--- config.mk ---
export PLATFORM = sky130hd
export DESIGN_NAME = mem_port_arbiter
export DESIGN_NICKNAME = d
export VERILOG_FILES = /design/src/rtl/mem_port_arbiter.sv
export SDC_FILE = /design/constraint.sdc
export NUM_CORES = 1
export LEC_CHECK = 0
export BUFFER_PORTS_ARGS = -buffer_cell sky130_fd_sc_hd__buf_4
export CORE_MARGIN = 2
export CORE_UTILIZATION = 36
export DETAILED_ROUTE_END_ITERATION = 8
export HOLD_SLACK_MARGIN = 0.15
export PLACE_DENSITY = 0.69
export SYNTH_ARGS = -nofsm -noshare
export SYNTH_HDL_FRONTEND = slang
export SYNTH_SLANG_ARGS = --single-unit
--- constraint.sdc ---
create_clock -name clk -period 4.7 [get_ports clk]
set_clock_uncertainty 0.15 [all_clocks]
set_input_delay 0.235 -clock clk [delete_from_list [all_inputs] [get_ports clk]]
set_output_delay 0.235 -clock clk [all_outputs]
set_load 0.05 [all_outputs]
--- src/rtl/mem_port_arbiter.sv ---
// mem_port_arbiter: shares one single-ported memory between fetch and data ports, data-first with fetch anti-starvation
module mem_port_arbiter #(
    parameter int ADDR_W       = 32,
    parameter int DATA_W       = 32,
    parameter int STARVE_LIMIT = 4
) (
    input  logic              clk,
    input  logic              rst_n,
    input  logic              if_req,
    input  logic [ADDR_W-1:0] if_addr,
    output logic [DATA_W-1:0] if_rdata,
    output logic              if_ready,
    output logic              stall_if,
    input  logic              dm_req,
    input  logic              dm_we,
    input  logic [ADDR_W-1:0] dm_addr,
    input  logic [DATA_W-1:0] dm_wdata,
    output logic [DATA_W-1:0] dm_rdata,
    output logic              dm_ready,
    output logic              stall_mem,
    output logic              mem_req,
    output logic              mem_we,
    output logic [ADDR_W-1:0] mem_addr,
    output logic [DATA_W-1:0] mem_wdata,
    input  logic [DATA_W-1:0] mem_rdata,
    input  logic              mem_ack,
    output logic              err_spurious_ack
);
    typedef enum logic [1:0] {IDLE, FETCH, DATA, DONE} state_t;
    localparam int CW = $clog2(STARVE_LIMIT + 1);
    localparam logic [CW-1:0] LIM = CW'(STARVE_LIMIT);
    state_t state, state_d;
    logic [CW-1:0] cnt, cnt_d;
    logic req_d, we_d, st, st_d, ifr_d, dmr_d, err_d;
    logic [ADDR_W-1:0] addr_d;
    logic [DATA_W-1:0] wdata_d, ird_d, drd_d;
    assign stall_if  = if_req & ~if_ready;
    assign stall_mem = dm_req & ~dm_ready;
    always_comb begin
        state_d = state;
        cnt_d   = cnt;
        req_d   = mem_req;
        we_d    = mem_we;
        st_d    = st;
        addr_d  = mem_addr;
        wdata_d = mem_wdata;
        ird_d   = if_rdata;
        drd_d   = dm_rdata;
        ifr_d   = 1'b0;
        dmr_d   = 1'b0;
        err_d   = err_spurious_ack;
        case (state)
            IDLE: begin
                err_d = err_spurious_ack | mem_ack;
                if (dm_req && (cnt < LIM || !if_req)) begin
                    state_d = DATA;
                    req_d   = 1'b1;
                    we_d    = dm_we;
                    st_d    = dm_we;
                    addr_d  = dm_addr;
                    wdata_d = dm_wdata;
                    cnt_d   = !if_req ? '0 : cnt == LIM ? cnt : cnt + 1'b1;
                end else if (if_req) begin
                    state_d = FETCH;
                    req_d   = 1'b1;
                    we_d    = 1'b0;
                    st_d    = 1'b0;
                    addr_d  = if_addr;
                    cnt_d   = '0;
                end
            end
            FETCH, DATA: begin
                if (mem_ack) begin
                    state_d = DONE;
                    req_d   = 1'b0;
                    we_d    = 1'b0;
                    ifr_d   = state == FETCH;
                    dmr_d   = state == DATA;
                    ird_d   = state == FETCH ? mem_rdata : if_rdata;
                    drd_d   = state == DATA && !st ? mem_rdata : dm_rdata;
                end
            end
            default: begin
                state_d = IDLE;
                err_d   = err_spurious_ack | mem_ack;
            end
        endcase
    end
    always_ff @(posedge clk or negedge rst_n) begin
        if (!rst_n) begin
            state            <= IDLE;
            cnt              <= '0;
            mem_req          <= 1'b0;
            mem_we           <= 1'b0;
            st               <= 1'b0;
            mem_addr         <= '0;
            mem_wdata        <= '0;
            if_rdata         <= '0;
            dm_rdata         <= '0;
            if_ready         <= 1'b0;
            dm_ready         <= 1'b0;
            err_spurious_ack <= 1'b0;
        end else begin
            state            <= state_d;
            cnt              <= cnt_d;
            mem_req          <= req_d;
            mem_we           <= we_d;
            st               <= st_d;
            mem_addr         <= addr_d;
            mem_wdata        <= wdata_d;
            if_rdata         <= ird_d;
            dm_rdata         <= drd_d;
            if_ready         <= ifr_d;
            dm_ready         <= dmr_d;
            err_spurious_ack <= err_d;
        end
    end
endmodule
Word level (Yosys, flattened, before mapping)
Cells that the tools add are included. Widths: inputs -> output; s select.

Bits in registers: 139. Latch bits: 0. Bits in writable memories: 0. Memory bits (read-only): 0. Output and inout port bits: 135. Logic and storage cells: 62. Memories kept: 0.

Add/sub/neg operators: 1. Multiply operators: 0. Div/mod/pow operators: 0. Order comparisons: 1. Equal/unequal tests: 6. Shift operators: 0. Mux-type cells: 21. Bitwise operators: 5. Reduce and logical (&&, ||, !) cells: 16.

Operators by type and width (count): $mux 32 (2); $mux 3 (4); $reduce_and 3->1 (4); $mux 1 (9); $mux 2 (3); $ne 3x3->1 const B (2); $reduce_and 2->1 (3); $pmux 1 s2 (2); $pmux 2 s2 (1); $reduce_bool 2->1 (2); $add 3x1->3 const B (1); $eq 3x3->1 const B (1); $lt 3x3->1 const B (1); $and 1x1->1 (2); $eq 2x1->1 const B (1); $eq 2x2->1 const B (1); $logic_and 1x1->1 (2); $logic_not 1->1 (2); $logic_not 2->1 (1); $ne 2x2->1 const B (1); $not 1->1 (2); $reduce_or 2->1 (1); $logic_or 1x1->1 (1); $or 1x1->1 (1).

Depth between registers and ports, before layout
Gate-level depths: netlist (run 1).

Depth after elaboration: 5. Mapped depth: 8.

Worst setup path after synthesis (run 1)
OpenSTA, ideal clock, no wires.

Path type: register to register. Start: reg state[0]. End: reg dm_rdata[10]. Setup time: 0.125 ns. Arrival time: 1.592 ns. Data required time: 4.425 ns. Slack: 2.832 ns. Stages on the path, launching flop included: 8. Buffers on the path: 2. Path through: dfrtp_1 inv_1 ha_1 and3_4 nand2b_2 buf_6 buf_12 mux2_4.

Cells in the longest elaborated chain, start to end: 3. Elaborated cells between the ends (all ways): 5.

RTL lines: start: declaration (RTL line 32) `state_t state, state_d;`; start signal: assignment (RTL line 104) `state <= state_d;`; $eq 2x1->1 / $eq 2x2->1 (equally long branches) (RTL line 52, 80); $reduce_or 2->1 / $logic_and 1x1->1 (equally long branches) (RTL line 52, 80); $reduce_and 3->1 (no line) (*); end signal: assignment (RTL line 112) `dm_rdata <= drd_d;`; end: declaration (RTL line 18) `output logic [DATA_W-1:0] dm_rdata,`.

Every way passes the cells marked *; elsewhere a longest branch is shown, timed or not. A chain may end at the register's enable or synchronous reset.

Worst setup path after layout (run 1)
Start: in dm_req. End: reg mem_addr[3].

Cells in the longest elaborated chain, start to end: 3. Elaborated cells between the ends (all ways): 4.

RTL lines: start: declaration (RTL line 14) `input logic dm_req,`; $logic_and 1x1->1 (*) (RTL line 55) `if (dm_req && (cnt < LIM || !if_req)) begin`; $reduce_bool 2->1 (no line); $reduce_and 2->1 (no line); end signal: assignment (RTL line 109) `mem_addr <= addr_d;`; end: declaration (RTL line 23) `output logic [ADDR_W-1:0] mem_addr,`.

Marked as above.

==> impl_metrics.csv, run 1 <==
group,metric,value,unit
outcome,status,"complete, no violations",
global_routing,grt_max_degree,91,
placed_design,dpl.hpwl,10640,um
yosys,synth_ff_type,"dfrtp_1",
global_routing,grt.total_usage,19.53,%
route,via_count,4719,
clock_tree,cts.sinks,139,
layout,drive_above_1_share,49.75,%
clock_tree,cts_setup_buffers,0,
timing,maxSlewViolCount,0,
route,wirelength,16700,um
yosys,syn_area,5927,um^2
critical_path,path_delay_family,"buffers and inverters",
global_routing,grt_pass1_wl,26660,um
timing,slew_headroom,21.02,%
layout,n_fill_cell,1209,
critical_path,arrival,2.87,ns
layout,multi_input_area,2208,um^2
power,pwr-share-comb,55.5,%
clock_tree,root_buffer,"clkbuf_16",
yosys,ys_types,31,
placed_design,post_dp_cell_area,8021,um^2
min_path,hp-class,"in -> async",
layout,final_cell_mix,"270 x buf_4, 139 x dfrtp_1, 134 x dlygate4sd3_1",
die,dieHeight,132.3,um
clock_tree,worstSkewPairLatency,0.41,ns
global_routing,grt_overflow_total,0,
route,drtIter0Drc,154,
power,power.share.clock,17.7,%
layout,final_area,10000,um^2
die,dieArea,17510,um^2
layout,ff_latch_area,3478,um^2
power,seq_power_share,26.7,%
layout,final_common_cell,"buf_4",
critical_path,regToRegEndpoint,"dm_rdata[1]$_DFFE_PN0P_",
critical_path,cp.depth,6,
timing,finalWorstSetupSlack,1.964,ns
timing,worst_pin_slew,1.185,ns
placed_design,dp.cells,864,
yosys,synth_area_leader_cell,"dfrtp_1",
critical_path,cp.required,4.83,ns
critical_path,crit_fanout,33,
timing,finalHoldViolCount,0,
critical_path,r2r_cells,5,
critical_path,rrSetupSlack,2.11,ns
layout,stdcell_count,1030,
global_routing,antenna_found_initial,0,
critical_path,worstPathCellList,"dlygate4sd3_1 -> buf_4 -> a21bo_2 -> mux2i_1 -> dlygate4sd3_1 -> o21ai_0",
power,power_leakage,4.991,nW
route,drc,0,
yosys,syn_area_per_cell,14.74,um^2
timing,setup_viol,0,
layout,n_antenna_cell,0,
critical_path,cpMostUsedCell,"dlygate4sd3_1",
clock_tree,clkTransAtPathRegs,0.06,ns
critical_path,max_stage_delay,0.91,ns
job,maxCapViolations,0,
yosys,synth_edf_count,0,
power,cellPowerDensity,805.1,nW/um^2
yosys,ys_seq_area_share,58.69,%
clock_tree,cts.path.max_buffers,2,
yosys,async_reset_ff_share,100.0,%
die,pin_count,269,
power,irDropWorstVdd,0.5114,mV
route,via_per_inst,4.582,
route,drtPass1Iterations,4,
critical_path,start_kind,"input pin",
critical_path,worstSetupPathType,"in -> reg",
placed_design,gp_congestion,0.7845,
placed_design,post-place-ws,2.107,ns
die,fp.dieW,132.3,um
yosys,synth_area_leaders,"dfrtp_1 59%, mux2_4 15%, mux2_2 7.0%, mux2i_1 5.4%, o21ai_0 3.0%",
clock_tree,cts_tree,"done",
global_routing,grt_pass1_vias,5228,
layout,nNetsFinal,941,
route,wire_per_inst,16.21,um
die,rows,46,
critical_path,path_buf_inv,3,
die,core,16000,um^2
route,ant_nets,0,
critical_path,critPathSlowestCell,"a21bo_2",
critical_path,end_kind,"register",
yosys,ys_warn_count,0,
timing,fin_setup_tns,0,ns
clock_tree,numCtsBuffers,17,
timing,fin_crit_sh,58.22,%
yosys,syn_nets,542,
placed_design,port_buffers,268,
power,intPower,0.004342,W
yosys,synth_top_area_share,58.69,%
yosys,synth_seq_cells,139,
clock_tree,cts_max_level,4,
die,start_util,37.04,%
timing,fmax,365.4,MHz
yosys,postSynthCellCount,402,
power,p_switching,0.003709,W
critical_path,reg2reg_from,"state[0]$_DFFE_PN0P_",
power,p_sw_share,46.07,%
layout,areaGrowthSynthToFinish,68.71,%
timing,fin_crit,2.736,ns
timing,grt_setup_unrepaired,"no",
[power by group through the flow]
stage	Sequential, W	Combinational, W	Clock, W
after floorplan	0.00407	0.00115	0
after global placement	0.00213	0.00429	0
after detailed placement	0.00215	0.00437	0
after CTS	0.00215	0.00448	0.00146
after global routing	0.00222	0.00467	0.00153
final	0.00215	0.00447	0.00143
[cells in the mapped netlist (2+ instances only)]
library cell / n
a21oi_1: 2
nand4_1: 2
inv_1: 7
a22o_1: 3
mux2i_1: 32
buf_4: 3
clkbuf_1: 5
ha_1: 6
buf_2: 6
mux2_2: 37
dfrtp_1: 139
and3_4: 2
mux2_4: 59
nor2b_1: 3
nand2_1: 36
buf_12: 3
o21ai_0: 35
buf_6: 8
a21o_1: 2
[per-layer routing]
layer | share of wire [%] | GRT usage (%)
met2 | 52 | 35.59
met1 | 40 | 21.39
met5 | 0 | 0
met4 | 1.8 | 6.392
met3 | 6.4 | 6.459
[logic make-up after synthesis]
group           Yosys count  synth area share, %
simple gates             50                3.905
compound gates           47                4.581
buf+inv                  32                4.180
fa+ha+maj                 6                1.267
mux                     128                27.38
flops                   139                58.69
[metrics by stage]
step,utilization (%),total power (W),hold WS [ns]
2_1_floorplan,-,0.005219,-0.2106
3_3_place_gp,50.13,0.006428,0.1972
3_5_place_dp,50.13,0.006523,0.2175
4_1_cts,62.50,0.008094,0.3120
5_1_grt,62.50,0.008416,0.3299
6_report,62.50,0.008051,0.2878
[final cells by class]
| class | instances | share of cell area (%) |
|---|---|---|
| well taps | 216 | 2.703 |
| clock inverters | 10 | 1.627 |
| repair buffers | 405 | 33.80 |
| clock buffers | 22 | 4.742 |
| flip-flops and latches | 139 | 34.78 |
| inverters | 7 | 0.2628 |
| multi-input cells | 231 | 22.08 |
[what timing repair did]
action / in CTS / in global routing
hold buffers: 134 / 0
hold endpoints to repair: 225 / 0
resized for setup: 0 / 0
[worst register-to-register path, stage by stage (launching register included)]
cell and delay (ns):
dfrtp_1 0.40, inv_1 0.08, ha_1 0.38, and3_4 0.21, nand2b_2 0.81, mux2_2 0.45
[state kept, by name, summed over array words and instances, names as in the netlist, 2 cells and up]
name	flops
mem_wdata	32
cnt	3
state	2
if_rdata	32
dm_rdata	32
mem_addr	32
[worst max path at each step]
| stage | start | to | slack, ns |
|---|---|---|---|
| after floorplan | state[0]$_DFFE_PN0P_ | dm_rdata[10]$_DFFE_PN0P_ | 2.83 |
| after detailed placement | state[0]$_DFFE_PN0P_ | dm_rdata[0]$_DFFE_PN0P_ | 2.11 |
| after CTS | dm_req | mem_addr[3]$_DFFE_PN0P_ | 1.96 |
| final | dm_req | mem_addr[3]$_DFFE_PN0P_ | 1.96 |
| after global routing | dm_req | mem_addr[5]$_DFFE_PN0P_ | 1.81 |
| after global placement | state[0]$_DFFE_PN0P_ | dm_rdata[0]$_DFFE_PN0P_ | 2.20 |
(Power assumes the default switching activity.)
==> run 2, diff against run 1 <==
==> constraint.sdc (replaced) <==
create_clock -name clk -period 2.8 [get_ports clk]
set_clock_uncertainty 0.15 [all_clocks]
set_input_delay 0.14 -clock clk [delete_from_list [all_inputs] [get_ports clk]]
set_output_delay 0.14 -clock clk [all_outputs]
set_load 0.05 [all_outputs]
==> impl_metrics.csv, run 2 (synthesis gave the netlist of run 1 again) <==
group,metric,value,unit
timing,fmax,403.3,MHz
layout,drive_above_1_share,49.69,%
timing,finalWorstSetupSlack,0.3204,ns
layout,nNetsFinal,946,
timing,setup_viol,0,
placed_design,post-place-ws,0.5225,ns
timing,fin_setup_tns,0,ns
clock_tree,numCtsBuffers,17,
power,power.share.clock,17.8,%
die,dieHeight,132.3,um
critical_path,cp.required,2.90,ns
layout,stdcell_count,1036,
clock_tree,worstSkewPairLatency,0.40,ns
die,rows,46,
critical_path,worstSetupPathType,"in -> reg",
power,p_sw_share,45.93,%
critical_path,arrival,2.58,ns
route,ant_nets,0,
job,maxCapViolations,0,
route,drtIter0Drc,122,
die,fp.dieW,132.3,um
timing,finalHoldViolCount,0,
timing,grt_setup_unrepaired,"no",
timing,maxSlewViolCount,0,
power,p_switching,0.006223,W
critical_path,end_kind,"register",
clock_tree,cts_max_level,4,
global_routing,grt_max_degree,76,
placed_design,dp.cells,866,
power,irDropWorstVdd,0.7577,mV
critical_path,start_kind,"input pin",
route,drc,0,
route,wire_per_inst,16.02,um
min_path,hp-class,"reg -> reg",
route,via_per_inst,4.578,
clock_tree,cts_tree,"done",
layout,areaGrowthSynthToFinish,70.19,%
route,drtPass1Iterations,4,
critical_path,crit_fanout,30,
clock_tree,root_buffer,"clkbuf_16",
clock_tree,clkTransAtPathRegs,0.06,ns
global_routing,grt_pass1_vias,5213,
die,start_util,37.04,%
timing,fin_crit,2.480,ns
die,dieArea,17510,um^2
global_routing,grt_overflow_total,0,
die,pin_count,269,
clock_tree,cts.sinks,139,
timing,worst_pin_slew,0.9659,ns
timing,fin_crit_sh,88.56,%
placed_design,port_buffers,268,
layout,final_common_cell,"buf_4",
placed_design,dpl.hpwl,10790,um
die,core,16000,um^2
power,power_leakage,5.031,nW
outcome,status,"complete, no violations",
timing,slew_headroom,35.36,%
power,intPower,0.007327,W
clock_tree,cts.path.max_buffers,2,
global_routing,grt.total_usage,19.41,%
global_routing,grt_pass1_wl,26730,um
layout,final_cell_mix,"270 x buf_4, 139 x dfrtp_1, 137 x dlygate4sd3_1",
global_routing,antenna_found_initial,1,
route,wirelength,16600,um
power,cellPowerDensity,1343,nW/um^2
route,via_count,4743,
placed_design,gp_congestion,0.7706,
power,seq_power_share,26.7,%
power,pwr-share-comb,55.5,%
[run 2: area by class of cell]
cell class              count  area [um^2]
clock inverters             9        157.7
well taps                 216        270.3
repair buffers            410         3450
clock buffers              23        488.0
fillers                  1190         5913
inverters                   7        26.28
flip-flops and latches    139         3478
diodes                      1        2.502
multi-input cells         231         2215
[run 2: what timing repair did]
item	4_1_cts	5_1_grt
setup buffers	0	0
resized for setup	0	1
endpoints found under the setup margin	0	4
endpoints found under the hold margin	276	0
hold buffers	137	0
[run 2: power by group through the flow]
| stage | Combinational [W] | Clock [W] | Sequential, W |
|---|---|---|---|
| 2_1_floorplan | 0.00192 | 0 | 0.00684 |
| 3_3_place_gp | 0.00723 | 0 | 0.00358 |
| 3_5_place_dp | 0.00736 | 0 | 0.00361 |
| 4_1_cts | 0.00755 | 0.00247 | 0.00360 |
| 5_1_grt | 0.00785 | 0.00256 | 0.00374 |
| 6_report | 0.00753 | 0.00241 | 0.00361 |
[run 2: metrics by stage]
step / cell area [um^2] / power (W) / hold WS [ns] / utilization (%)
global route: 10090 / 0.01415 / 0.3338 / 63.04
CTS: 10080 / 0.01362 / 0.3110 / 62.99
detailed placement: 8061 / 0.01096 / 0.01480 / 50.38
global placement: 8061 / 0.01081 / 0.005595 / 50.38
finish: 10090 / 0.01355 / 0.3096 / 63.04
floorplan: 5927 / 0.008760 / -0.3056 / -
[run 2: worst paths after layout]
path | start | depth (start not counted) | endpoint | slack, ns
setup / recovery | dm_req | 7 | mem_addr[18]$_DFFE_PN0P_ | 0.32
hold / removal | err_spurious_ack$_DFFE_PN0P_ | 1 | err_spurious_ack$_DFFE_PN0P_ | 0.31
setup reg to reg | cnt[2]$_DFFE_PN0P_ | 5 | mem_addr[18]$_DFFE_PN0P_ | 0.41
hold reg to reg | err_spurious_ack$_DFFE_PN0P_ | 1 | err_spurious_ack$_DFFE_PN0P_ | 0.31
max in group asynchronous | rst_n | 4 | dm_rdata[10]$_DFFE_PN0P_ | 0.95
min in group asynchronous | rst_n | 3 | dm_rdata[4]$_DFFE_PN0P_ | 0.66
[run 2: worst max-delay path: stages]
cell	delay (ns)
dlygate4sd3_1	0.54
buf_4	0.18
a21bo_4	0.57
buf_4	0.26
mux2i_1	0.23
dlygate4sd3_1	0.59
o21ai_0	0.07
[run 2: layer usage]
metal | GRT usage [%] | share of wire [%] | wire length, um | up-vias
met5 | 0 | 0 | 0 | -
met4 | 7.348 | 2.0 | 331 | 0
met3 | 5.652 | 6.1 | 1012 | 23
met2 | 34.29 | 53 | 8724 | 184
met1 | 22.27 | 39 | 6527 | 2318
li1 | - | - | - | 2218
